**config.mk**
```make
export PLATFORM = sky130hd
export DESIGN_NAME = inst_decode
export DESIGN_NICKNAME = d
export VERILOG_FILES = /design/src/rtl/cpu_pkg.sv /design/src/rtl/imm_gen.sv /design/src/rtl/inst_decode.sv
export SDC_FILE = /design/constraint.sdc
export NUM_CORES = 1
export LEC_CHECK = 0
export ABC_AREA = 1
export CAP_MARGIN = 20
export CORE_ASPECT_RATIO = 0.5
export CORE_MARGIN = 1.5
export CORE_UTILIZATION = 60
export DETAILED_ROUTE_END_ITERATION = 16
export DONT_BUFFER_PORTS = 1
export PLACE_DENSITY = 0.72
export SLEW_MARGIN = 15
export SYNTH_ARGS = -nofsm -noshare
export SYNTH_HDL_FRONTEND = slang
export SYNTH_SLANG_ARGS = --single-unit
export TNS_END_PERCENT = 1
```
**constraint.sdc**
```tcl
create_clock -name aclk -period 3.6 [get_ports aclk]
set_input_delay 1.08 -clock aclk [delete_from_list [all_inputs] [get_ports aclk]]
set_output_delay 1.08 -clock aclk [all_outputs]
set_load 0.01 [all_outputs]
```
**src/rtl/cpu_pkg.sv**
```systemverilog
`default_nettype none
// ============================================================================
//  Module      : cpu_pkg
//  Description : Shared RV32I decode types. Holds the instruction-class enum,
//                the major-opcode constants, the decoded bundle handed from
//                decode to execute, and an opcode-to-class lookup helper.
//  Ports       : none (package)
//  Revision    : 1.0 - initial release
// ============================================================================
package cpu_pkg;

  // Class code 0 is reserved for anything that is not a known major opcode.
  typedef enum logic [3:0] {
    CLS_ILLEGAL = 4'd0,
    CLS_LUI     = 4'd1,
    CLS_AUIPC   = 4'd2,
    CLS_JAL     = 4'd3,
    CLS_JALR    = 4'd4,
    CLS_BRANCH  = 4'd5,
    CLS_LOAD    = 4'd6,
    CLS_STORE   = 4'd7,
    CLS_OP_IMM  = 4'd8,
    CLS_OP      = 4'd9,
    CLS_FENCE   = 4'd10,
    CLS_SYSTEM  = 4'd11
  } inst_class_e;

  // RV32I major opcodes (inst[6:0]).
  localparam logic [6:0] OPC_LUI    = 7'b0110111;
  localparam logic [6:0] OPC_AUIPC  = 7'b0010111;
  localparam logic [6:0] OPC_JAL    = 7'b1101111;
  localparam logic [6:0] OPC_JALR   = 7'b1100111;
  localparam logic [6:0] OPC_BRANCH = 7'b1100011;
  localparam logic [6:0] OPC_LOAD   = 7'b0000011;
  localparam logic [6:0] OPC_STORE  = 7'b0100011;
  localparam logic [6:0] OPC_OP_IMM = 7'b0010011;
  localparam logic [6:0] OPC_OP     = 7'b0110011;
  localparam logic [6:0] OPC_FENCE  = 7'b0001111;
  localparam logic [6:0] OPC_SYSTEM = 7'b1110011;

  // funct7 value that selects SUB / SRA / SRAI.
  localparam logic [6:0] FUNCT7_ALT = 7'b0100000;

  // Decoded bundle shared with the execute stage.
  typedef struct packed {
    logic [31:0] pc;
    inst_class_e cls;
    logic [2:0]  funct3;
    logic        funct7b5;
    logic [4:0]  rd;
    logic        rd_we;
    logic [31:0] rs1_val;
    logic [31:0] rs2_val;
    logic [31:0] imm;
    logic        illegal;
  } decoded_t;

  // Map a major opcode onto its instruction class. Because every listed
  // opcode ends in 2'b11, a word with inst[1:0] != 2'b11 falls to ILLEGAL.
  function automatic inst_class_e opcode_to_class(input logic [6:0] opcode);
    inst_class_e cls;
    case (opcode)
      OPC_LUI:    cls = CLS_LUI;
      OPC_AUIPC:  cls = CLS_AUIPC;
      OPC_JAL:    cls = CLS_JAL;
      OPC_JALR:   cls = CLS_JALR;
      OPC_BRANCH: cls = CLS_BRANCH;
      OPC_LOAD:   cls = CLS_LOAD;
      OPC_STORE:  cls = CLS_STORE;
      OPC_OP_IMM: cls = CLS_OP_IMM;
      OPC_OP:     cls = CLS_OP;
      OPC_FENCE:  cls = CLS_FENCE;
      OPC_SYSTEM: cls = CLS_SYSTEM;
      default:    cls = CLS_ILLEGAL;
    endcase
    return cls;
  endfunction

endpackage : cpu_pkg
`default_nettype wire

```
**src/rtl/imm_gen.sv**
```systemverilog
`default_nettype none
// ============================================================================
//  Module      : imm_gen
//  Description : Purely combinational RV32I immediate generator. Selects the
//                I, S, B, U or J format from the instruction class and
//                sign-extends from inst[31]. Classes without an immediate
//                (OP, FENCE, SYSTEM, ILLEGAL) produce zero.
//  Ports       : inst  - instruction bits [31:7] (opcode not needed here)
//                cls   - decoded instruction class
//                imm   - 32-bit immediate
//  Revision    : 1.0 - initial release
// ============================================================================
module imm_gen
  import cpu_pkg::*;
(
  input  logic [31:7]  inst,
  input  inst_class_e  cls,
  output logic [31:0]  imm
);

  logic [31:0] imm_i;
  logic [31:0] imm_s;
  logic [31:0] imm_b;
  logic [31:0] imm_u;
  logic [31:0] imm_j;

  // All five candidate formats are built in parallel; the class picks one.
  assign imm_i = {{20{inst[31]}}, inst[31:20]};
  assign imm_s = {{20{inst[31]}}, inst[31:25], inst[11:7]};
  assign imm_b = {{19{inst[31]}}, inst[31], inst[7], inst[30:25], inst[11:8], 1'b0};
  assign imm_u = {inst[31:12], 12'b0};
  assign imm_j = {{11{inst[31]}}, inst[31], inst[19:12], inst[20], inst[30:21], 1'b0};

  always_comb begin
    imm = '0;
    case (cls)
      CLS_JALR,
      CLS_LOAD,
      CLS_OP_IMM: imm = imm_i;
      CLS_STORE:  imm = imm_s;
      CLS_BRANCH: imm = imm_b;
      CLS_LUI,
      CLS_AUIPC:  imm = imm_u;
      CLS_JAL:    imm = imm_j;
      default:    imm = '0;
    endcase
  end

endmodule : imm_gen
`default_nettype wire

```
**src/rtl/inst_decode.sv**
```systemverilog
`default_nettype none
// ============================================================================
//  Module      : inst_decode
//  Description : RV32I decode stage. Accepts one instruction + PC per
//                valid/ready handshake, reads both source operands through a
//                combinational register-file port, and registers a fully
//                decoded bundle for execute. A one-entry skid buffer behind
//                the output register lets in_ready come straight from a flop,
//                so execute back-pressure never reaches fetch combinationally.
//  Ports       : aclk, aresetn          - clock, async active-low reset
//                flush                  - drop held and incoming instructions
//                in_valid/in_ready      - fetch handshake
//                in_inst, in_pc         - instruction word and its PC
//                rs1_addr, rs2_addr     - register-file read addresses
//                rs1_data, rs2_data     - register-file read data (same cycle)
//                out_valid/out_ready    - execute handshake
//                out_*                  - decoded bundle fields
//  Revision    : 1.0 - initial release
// ============================================================================
module inst_decode
  import cpu_pkg::*;
#(
  parameter int XLEN = 32   // only 32 is supported
) (
  input  logic            aclk,
  input  logic            aresetn,
  input  logic            flush,
  input  logic            in_valid,
  output logic            in_ready,
  input  logic [31:0]     in_inst,
  input  logic [XLEN-1:0] in_pc,
  output logic [4:0]      rs1_addr,
  output logic [4:0]      rs2_addr,
  input  logic [XLEN-1:0] rs1_data,
  input  logic [XLEN-1:0] rs2_data,
  output logic            out_valid,
  input  logic            out_ready,
  output logic [XLEN-1:0] out_pc,
  output logic [3:0]      out_class,
  output logic [2:0]      out_funct3,
  output logic            out_funct7b5,
  output logic [4:0]      out_rd,
  output logic            out_rd_we,
  output logic [XLEN-1:0] out_rs1_val,
  output logic [XLEN-1:0] out_rs2_val,
  output logic [XLEN-1:0] out_imm,
  output logic            out_illegal
);

  // --------------------------------------------------------------------------
  // Field extraction and combinational decode of the incoming word
  // --------------------------------------------------------------------------
  logic [6:0]  opcode;
  logic [2:0]  funct3;
  logic [6:0]  funct7;
  logic [4:0]  rd;
  inst_class_e cls;
  logic        funct7_ok;
  logic        is_shift_imm;
  logic        illegal;
  logic        writes_rd;
  logic [31:0] imm;
  decoded_t    bundle;

  assign opcode   = in_inst[6:0];
  assign rd       = in_inst[11:7];
  assign funct3   = in_inst[14:12];
  assign funct7   = in_inst[31:25];
  assign rs1_addr = in_inst[19:15];
  assign rs2_addr = in_inst[24:20];

  assign cls = opcode_to_class(opcode);

  // funct7 must be zero, except the alternate encoding that selects SUB
  // (funct3 000) or SRA/SRAI (funct3 101). Shared by OP and OP_IMM shifts.
  assign funct7_ok    = (funct7 == 7'b0000000) ||
                        ((funct7 == FUNCT7_ALT) && ((funct3 == 3'b000) || (funct3 == 3'b101)));
  assign is_shift_imm = (funct3 == 3'b001) || (funct3 == 3'b101);

  always_comb begin
    illegal   = 1'b0;
    writes_rd = 1'b0;
    case (cls)
      CLS_ILLEGAL: illegal = 1'b1;
      CLS_LUI,
      CLS_AUIPC,
      CLS_JAL:     writes_rd = 1'b1;
      CLS_JALR: begin
        writes_rd = 1'b1;
        illegal   = (funct3 != 3'b000);
      end
      CLS_BRANCH:  illegal = (funct3 == 3'b010) || (funct3 == 3'b011);
      CLS_LOAD: begin
        writes_rd = 1'b1;
        illegal   = (funct3 == 3'b011) || (funct3 == 3'b110) || (funct3 == 3'b111);
      end
      CLS_STORE:   illegal = (funct3 > 3'b010);
      CLS_OP_IMM: begin
        writes_rd = 1'b1;
        illegal   = is_shift_imm && !funct7_ok;
      end
      CLS_OP: begin
        writes_rd = 1'b1;
        illegal   = !funct7_ok;
      end
      default: begin
        illegal   = 1'b0;
        writes_rd = 1'b0;
      end
    endcase
  end

  imm_gen u_imm_gen (
    .inst (in_inst[31:7]),
    .cls  (cls),
    .imm  (imm)
  );

  // Bundle as it would be captured at this edge. Operand values are sampled
  // now; later register-file updates are not visible to this instruction.
  always_comb begin
    bundle          = '0;
    bundle.pc       = in_pc;
    bundle.cls      = cls;
    bundle.funct3   = funct3;
    bundle.funct7b5 = in_inst[30];
    bundle.rd       = rd;
    // Illegal words still flow to execute but must never write x0..x31.
    bundle.rd_we    = writes_rd && !illegal && (rd != 5'd0);
    bundle.rs1_val  = rs1_data;
    bundle.rs2_val  = rs2_data;
    bundle.imm      = imm;
    bundle.illegal  = illegal;
  end

  // --------------------------------------------------------------------------
  // Output register (main) + one skid entry, strict FIFO order
  // --------------------------------------------------------------------------
  decoded_t main_q;
  decoded_t main_d;
  logic     main_valid_q;
  logic     main_valid_d;
  decoded_t skid_q;
  decoded_t skid_d;
  logic     skid_valid_q;
  logic     skid_valid_d;

  logic     accept;
  logic     main_free;

  // in_ready is a pure flop output; it cannot depend on out_ready.
  assign in_ready  = !skid_valid_q;
  assign accept    = in_valid && in_ready;
  // Main can take a new bundle if it is empty or is being drained this edge.
  assign main_free = !main_valid_q || out_ready;

  always_comb begin
    main_d       = main_q;
    main_valid_d = main_valid_q;
    skid_d       = skid_q;
    skid_valid_d = skid_valid_q;

    if (flush) begin
      // Redirect wins over drain and accept; bundle contents are don't-care.
      main_valid_d = 1'b0;
      skid_valid_d = 1'b0;
    end else if (main_free) begin
      if (skid_valid_q) begin
        // Older skid entry goes first; accept is impossible (in_ready = 0).
        main_d       = skid_q;
        main_valid_d = 1'b1;
        skid_valid_d = 1'b0;
      end else if (accept) begin
        main_d       = bundle;
        main_valid_d = 1'b1;
      end else begin
        main_valid_d = 1'b0;
      end
    end else if (accept) begin
      // Main is stalled; park the new bundle in the skid entry.
      skid_d       = bundle;
      skid_valid_d = 1'b1;
    end
  end

  always_ff @(posedge aclk or negedge aresetn) begin
    if (!aresetn) begin
      main_q       <= '0;
      main_valid_q <= 1'b0;
      skid_q       <= '0;
      skid_valid_q <= 1'b0;
    end else begin
      main_q       <= main_d;
      main_valid_q <= main_valid_d;
      skid_q       <= skid_d;
      skid_valid_q <= skid_valid_d;
    end
  end

  // --------------------------------------------------------------------------
  // Outputs straight from the main entry
  // --------------------------------------------------------------------------
  assign out_valid    = main_valid_q;
  assign out_pc       = main_q.pc;
  assign out_class    = main_q.cls;
  assign out_funct3   = main_q.funct3;
  assign out_funct7b5 = main_q.funct7b5;
  assign out_rd       = main_q.rd;
  assign out_rd_we    = main_q.rd_we;
  assign out_rs1_val  = main_q.rs1_val;
  assign out_rs2_val  = main_q.rs2_val;
  assign out_imm      = main_q.imm;
  assign out_illegal  = main_q.illegal;

endmodule : inst_decode
`default_nettype wire

```
== Word level (Yosys, flattened, before mapping) ==
Cells that the tools add are included.
W data, S select, Z words.

* Bits in registers: 288
* Word-level logic and storage cells: 94
* Memories kept: 0
* Latch bits: 0
* RAM bits: 0
* Bits in read-only memories: 0
* Output and inout bits: 155
* Bits of input ports: 133

* Multipliers: 0
* Magnitude comparators: 1
* Bitwise gates (word level): 2
* Shift-type cells: 0
* Reduce and logical (&&, ||, !) cells: 29
* Add/subtract/negate cells: 0
* Eq/ne operators: 27
* Divide/modulo/power cells: 0
* Multiplexer cells: 13

{| class="wikitable"
|+ Operators by type and width
! kind !! count
|-
| $mux W143 || 2
|-
| $pmux W32 S5 || 1
|-
| $pmux W4 S11 || 1
|-
| $eq A7 B6 Y1 const B || 4
|-
| $eq A7 B7 Y1 const B || 4
|-
| $eq A4 B3 Y1 const B || 4
|-
| $eq A7 B5 Y1 const B || 2
|-
| $eq A3 B3 Y1 const B || 3
|-
| $eq A4 B2 Y1 const B || 2
|-
| $eq A4 B4 Y1 const B || 2
|-
| $mux W1 || 8
|-
| $eq A7 B2 Y1 const B || 1
|-
| $eq A7 B4 Y1 const B || 1
|-
| $logic_not A7 Y1 || 1
|-
| $logic_or A1 B1 Y1 || 7
|-
| $pmux W1 S7 || 1
|-
| $reduce_or A7 Y1 || 1
|-
| $eq A3 B2 Y1 const B || 2
|-
| $reduce_and A3 Y1 || 2
|-
| $reduce_bool A3 Y1 || 2
|-
| $logic_and A1 B1 Y1 || 5
|-
| $reduce_bool A5 Y1 || 1
|-
| $eq A4 B1 Y1 const B || 1
|-
| $logic_not A1 Y1 || 4
|-
| other kinds (8) || 10
|}

== Logic depth before layout (Yosys ltp) ==
* Depth in word-level cells: 12
* Depth in mapped cells: 12
* Mapped depth without buffers: 12

== Hierarchy ==
From an unflattened synthesis, not the netlist that was laid out.

* Cells, all modules: 1605
* Area, all modules: 13352.8 µm²

{| class="wikitable"
|+ By module, submodules not included
! module !! cells an instance !! seq. area each (µm²) !! area each (µm²) !! instances
|-
| inst_decode || 1485 || 7206.9 || 12710.9 || 1
|-
| imm_gen || 120 || 0.0 || 641.9 || 1
|}

== Worst setup path before layout ==
No wires, ideal clock.

* Kind: input port to flip-flop
* Start point: input port in_inst[1]
* End point: register main_q (netlist bit out_imm[21])
* Buffers on the path: 1
* Path slack: 1.303 ns
* Data arrival time: 2.177 ns
* Library setup time: 0.121 ns
* Stages: 11
* Required time: 3.479 ns
* Cell sequence: nand2_1 nor2_2 nand2_1 nand3_4 nor2_8 nand2_4 nand2_2 buf_6 nand2_2 o21ai_1 nand2_1

* Cells in the longest elaborated chain, start to end: 7
* Elaborated cells between the ends (all ways): 25
* Those cells by class: eq/ne: 19; mux: 4; reduce/logical: 2

{| class="wikitable"
|+ Ends and longest elaborated chain
! what !! line !! source
|-
| from (decl) || inst_decode.sv:30 || <nowiki>input logic [31:0] in_inst,</nowiki>
|-
| $eq A7 B7 Y1, or another cell as far along || cpu_pkg.sv:62 || <nowiki>case (opcode)</nowiki>
|-
| $pmux W4 S11 (*) || cpu_pkg.sv:62 ||
|-
| $eq A4 B3 Y1, or another cell as far along || imm_gen.sv:36 || <nowiki>case (cls)</nowiki>
|-
| $reduce_or A3 Y1 / $reduce_or A2 Y1 (equally long branches) || imm_gen.sv:36 ||
|-
| $pmux W32 S5 (*) || imm_gen.sv:36 ||
|-
| $mux W143 (*) || inst_decode.sv:173 || <nowiki>end else if (accept) begin</nowiki>
|-
| $mux W143 (*) || inst_decode.sv:168 || <nowiki>if (skid_valid_q) begin</nowiki>
|-
| to (signal assigned) || inst_decode.sv:193 || <nowiki>main_q <= main_d;</nowiki>
|-
| to (decl) || inst_decode.sv:139 || <nowiki>decoded_t main_q;</nowiki>
|}

Mark *: on every way between the ends. The rest lies on a longest branch, timed or not. The select of a mux whose other input is x is not followed.
A chain may end at the register's enable or synchronous reset.

== Final worst setup path ==
* Start point: register skid_valid_q
* End point: output port in_ready

* Cells in the longest elaborated chain, start to end: 1

{| class="wikitable"
|+ Ends and longest elaborated chain
! what !! line !! source
|-
| from (decl) || inst_decode.sv:145 || <nowiki>logic skid_valid_q;</nowiki>
|-
| from (signal assigned) || inst_decode.sv:196 || <nowiki>skid_valid_q <= skid_valid_d;</nowiki>
|-
| $logic_not A1 Y1 || inst_decode.sv:152 || <nowiki>assign in_ready = !skid_valid_q;</nowiki>
|-
| to (decl) || inst_decode.sv:29 || <nowiki>output logic in_ready,</nowiki>
|}

No other way between the ends.

==> metrics.md <==
| Metric | Value |
|---|---|
| Power Internal | ~5.7 mW |
| First-pass GRT wire length | 48200 um |
| Skew final | 0.00755 ns |
| WS Path Type | reg -> out |
| Status | completed |
| Cell taking the most area after synthesis | dfrtp_1 |
| Die height | 106 um |
| Critical Path Start Type | flop |
| Worst reg2reg path depth | 5 |
| Fin. max-slew vios | 0 |
| Slew @ Worst Pin | 0.765 ns |
| Library cells used by synthesis | 28 |
| Final Cycle Share | 62.4% |
| Cell area after layout | 13500 sq um |
| Logic pwr share | 10.0% |
| Die ar. | ~22000 sq um |
| CTS Buffer Depth | 3 |
| Commonest non-fill, non-tap cell in the layout | nand2_1 |
| Fill cells | 1695 |
| Final hold violation count | 0 |
| Vias/cell | approximately 5.5 |
| Worst VDD drop | 0.000382 V |
| Warnings, synthesis | 0 |
| CP max stage delay | around 0.44 ns |
| CTS-repair resized insts | 0 |
| WP depth | 1 |
| Delay-heaviest family, CP | flip-flops |
| Die width | 209 um |
| Vias | 9773 |
| Post-DP HPWL | between 15000 and 20000 um |
| Final TNS setup | 0 ns |
| Sequential Power Share | 55.6% |
| Initial Util | between 60% and 70% |
| CTS tree | done |
| Initial drt markers | 983 |
| Ratio of cells with drive above 1 in the final layout | 5.06% |
| H-tree depth | 1 |
| Worst path arrival time | 1.17 ns |
| Power Dens Cells | 578 nW/um^2 |
| Unrepaired setup endpoints after global routing | false |
| Tmin final | 2.25 ns |
| Psw | 2.14 mW |
| Hold crit path type | in -> async |
| Num CTS Buffers | 25 |
| Top cell type's share of synthesized area | 56.7% |
| Syn Inst Count | 1552 |
| Reg2reg end | out_pc[10] |
| Post-place setup slack | roughly 0.91 ns |
| Initial antenna violation count | 0 |
| WP buf/inv | 1 |
| Tot GR Track Use | between 20% and 30% |
| FF+latch area | 7210 sq um |
| CTS root buf | clkbuf_16 |
| Antenna Cells | 0 |
| Cell breakdown of the critical path | inv_6 |
| Fin nets | 1616 |
| Crit path max fanout | 18 |
| Worst R2R Start | skid_valid_q |
| Routability cong. | 0.862 |
| CP Capture Type | primary output |
| Post-synthesis sequential area ratio | between 50% and 60% |
| Drt drc | 0 |
| Drt total wl | 29400 um |
| I/O Buffers | 0 |
| Top-Level Pins | 288 |
| R2r setup slk | ~1.5 ns |
| Seq cells post-synth | about 290 |
| Footprint of the multi-input gates | ~4500 sq um |
| Clock network power share | about 34% |
| Layout area overhead | 6.61% |
| Clock Latency Late Sink | 0.53 ns |
| Max Freq | 0.445 GHz |
| Hold buffers post-CTS | 0 |
| Most frequent cells in the layout | nand2_1, o21ai_0, dfrtp_1, inv_1, a21oi_1 |
| CP startpoint | skid_valid_q |
| Placeable Area | 20600 sq um |
| Switch share | 27.4% |
| Fin worst setup slack | about 1.4 ns |
| Syn_nets | about 1700 |
| Clock sinks | 288 |
| Setup crit end | in_ready |
| DR WL/cell | 16.6 um |
| Initial DRT Pass Iterations | 6 |
| Final setup fails | 0 |
| WP data required | between 2 and 3 ns |
| # Post-CTS Setup Buffers | 0 |
| Largest net degree at the start of global routing | 289 |
| Pleak | 7.07 nW |
| Antenna viol nets, final | 0 |
| Floorplan row count | 37 |
| Relative slew slack | between 40% and 50% |
| Crit-path slowest cell | dfrtp_2 |
| Dpl cell area | 12700 sq um |
| Netlist Area Pre-Place | roughly 13000 sq um |
| GR Overflow Total | 0 |
| Synth area leaders | dfrtp_1, o21ai_0, nand2_1 |
| Avg Cell Area, Syn | 8.19 sq um |
| Max-Cap Viols | 0 |
| Number of global-route vias before repair | 9088 |
| Worst-path clk slew | 0.07 ns |
[layer usage]
metal | vias up | wire length (um) | GRT usage (%)
li1 | 4810 | - | -
met4 | 0 | 648 | 6.68
met1 | 4594 | 13100 | 38.7
met3 | 49 | 2720 | 8.69
met2 | 320 | 12900 | 40.9
met5 | - | 0 | 0
[power by group through the flow]
stage / logic, mW / registers (mW) / clock network [mW]
floorplan: 0.660 / 4.27 / 0
global placement: 0.740 / 4.39 / 0
detailed placement: 0.789 / 4.41 / 0
CTS: 0.795 / 4.36 / 2.75
global route: 0.958 / 4.42 / 2.87
finish: 0.784 / 4.36 / 2.69
[cell families (layout without fill, tap and decap cells)]
family                 Yosys count  in the layout  synth area share, %
AOI/OAI and AO/OA              445            445                 17.6
and+or+nand+nor                564            564                 17.6
buffers and inverters          255            205                 8.04
DFF                            288            288                 56.7
[cells in the mapped netlist]
| cell | instances |
|---|---|
| a21oi_1 | 34 |
| a31oi_1 | 3 |
| and2_1 | 1 |
| buf_1 | 17 |
| buf_2 | 13 |
| buf_4 | 11 |
| buf_6 | 1 |
| clkbuf_1 | 64 |
| dfrtp_1 | 288 |
| inv_1 | 144 |
| inv_2 | 5 |
| nand2_1 | 485 |
| nand2_2 | 12 |
| nand2_4 | 1 |
| nand3_1 | 21 |
| nand3_2 | 1 |
| nand3_4 | 1 |
| nand4_1 | 1 |
| nor2_1 | 32 |
| nor2_2 | 2 |
| nor2_8 | 1 |
| nor2b_1 | 1 |
| nor3_1 | 3 |
| nor3_2 | 1 |
| o21ai_0 | 386 |
| o21ai_1 | 18 |
| o22ai_1 | 4 |
| or2_2 | 1 |
[layout make-up]
| class | count | area share [%] |
|---|---|---|
| sequential | 288 | 53.2 |
| multi-input combinational | 1009 | 33.2 |
| clock buffer | 37 | 5.25 |
| inverter | 149 | 4.17 |
| tap | 273 | 2.52 |
| timing repair buffer | 10 | 0.924 |
| clock inverter | 9 | 0.730 |
[registers in the layout, indices dropped and copies added (netlist names)]
register	flops
skid_q	143
out_imm	32
out_pc	32
out_rs1_val	32
out_rs2_val	32
out_rd	5
out_class	4
out_funct3	3
out_funct7b5	1
out_illegal	1
out_rd_we	1
out_valid	1
skid_valid_q	1
[stage by stage]
step           cells  util (%)  total power, mW  hold WS [ns]
2_1_floorplan   1552         -             4.93         0.444
3_3_place_gp    1729      61.7             5.13         0.456
3_5_place_dp    1729      61.7             5.20         0.460
4_1_cts         1775      65.6             7.90         0.226
5_1_grt         1775      65.6             8.25         0.220
6_report        1775      65.6             7.83         0.241
[worst min path at each step]
stage	to	slack, ns	cells past startpoint
floorplan	skid_q[107]	0.44	2
global placement	skid_q[32]	0.46	2
detailed placement	skid_q[107]	0.46	2
CTS	skid_q[108]	0.23	0
global route	out_rs1_val[11]	0.22	0
finish	out_rs1_val[16]	0.24	0
No activity file was read; power rests on OpenSTA's default activity.
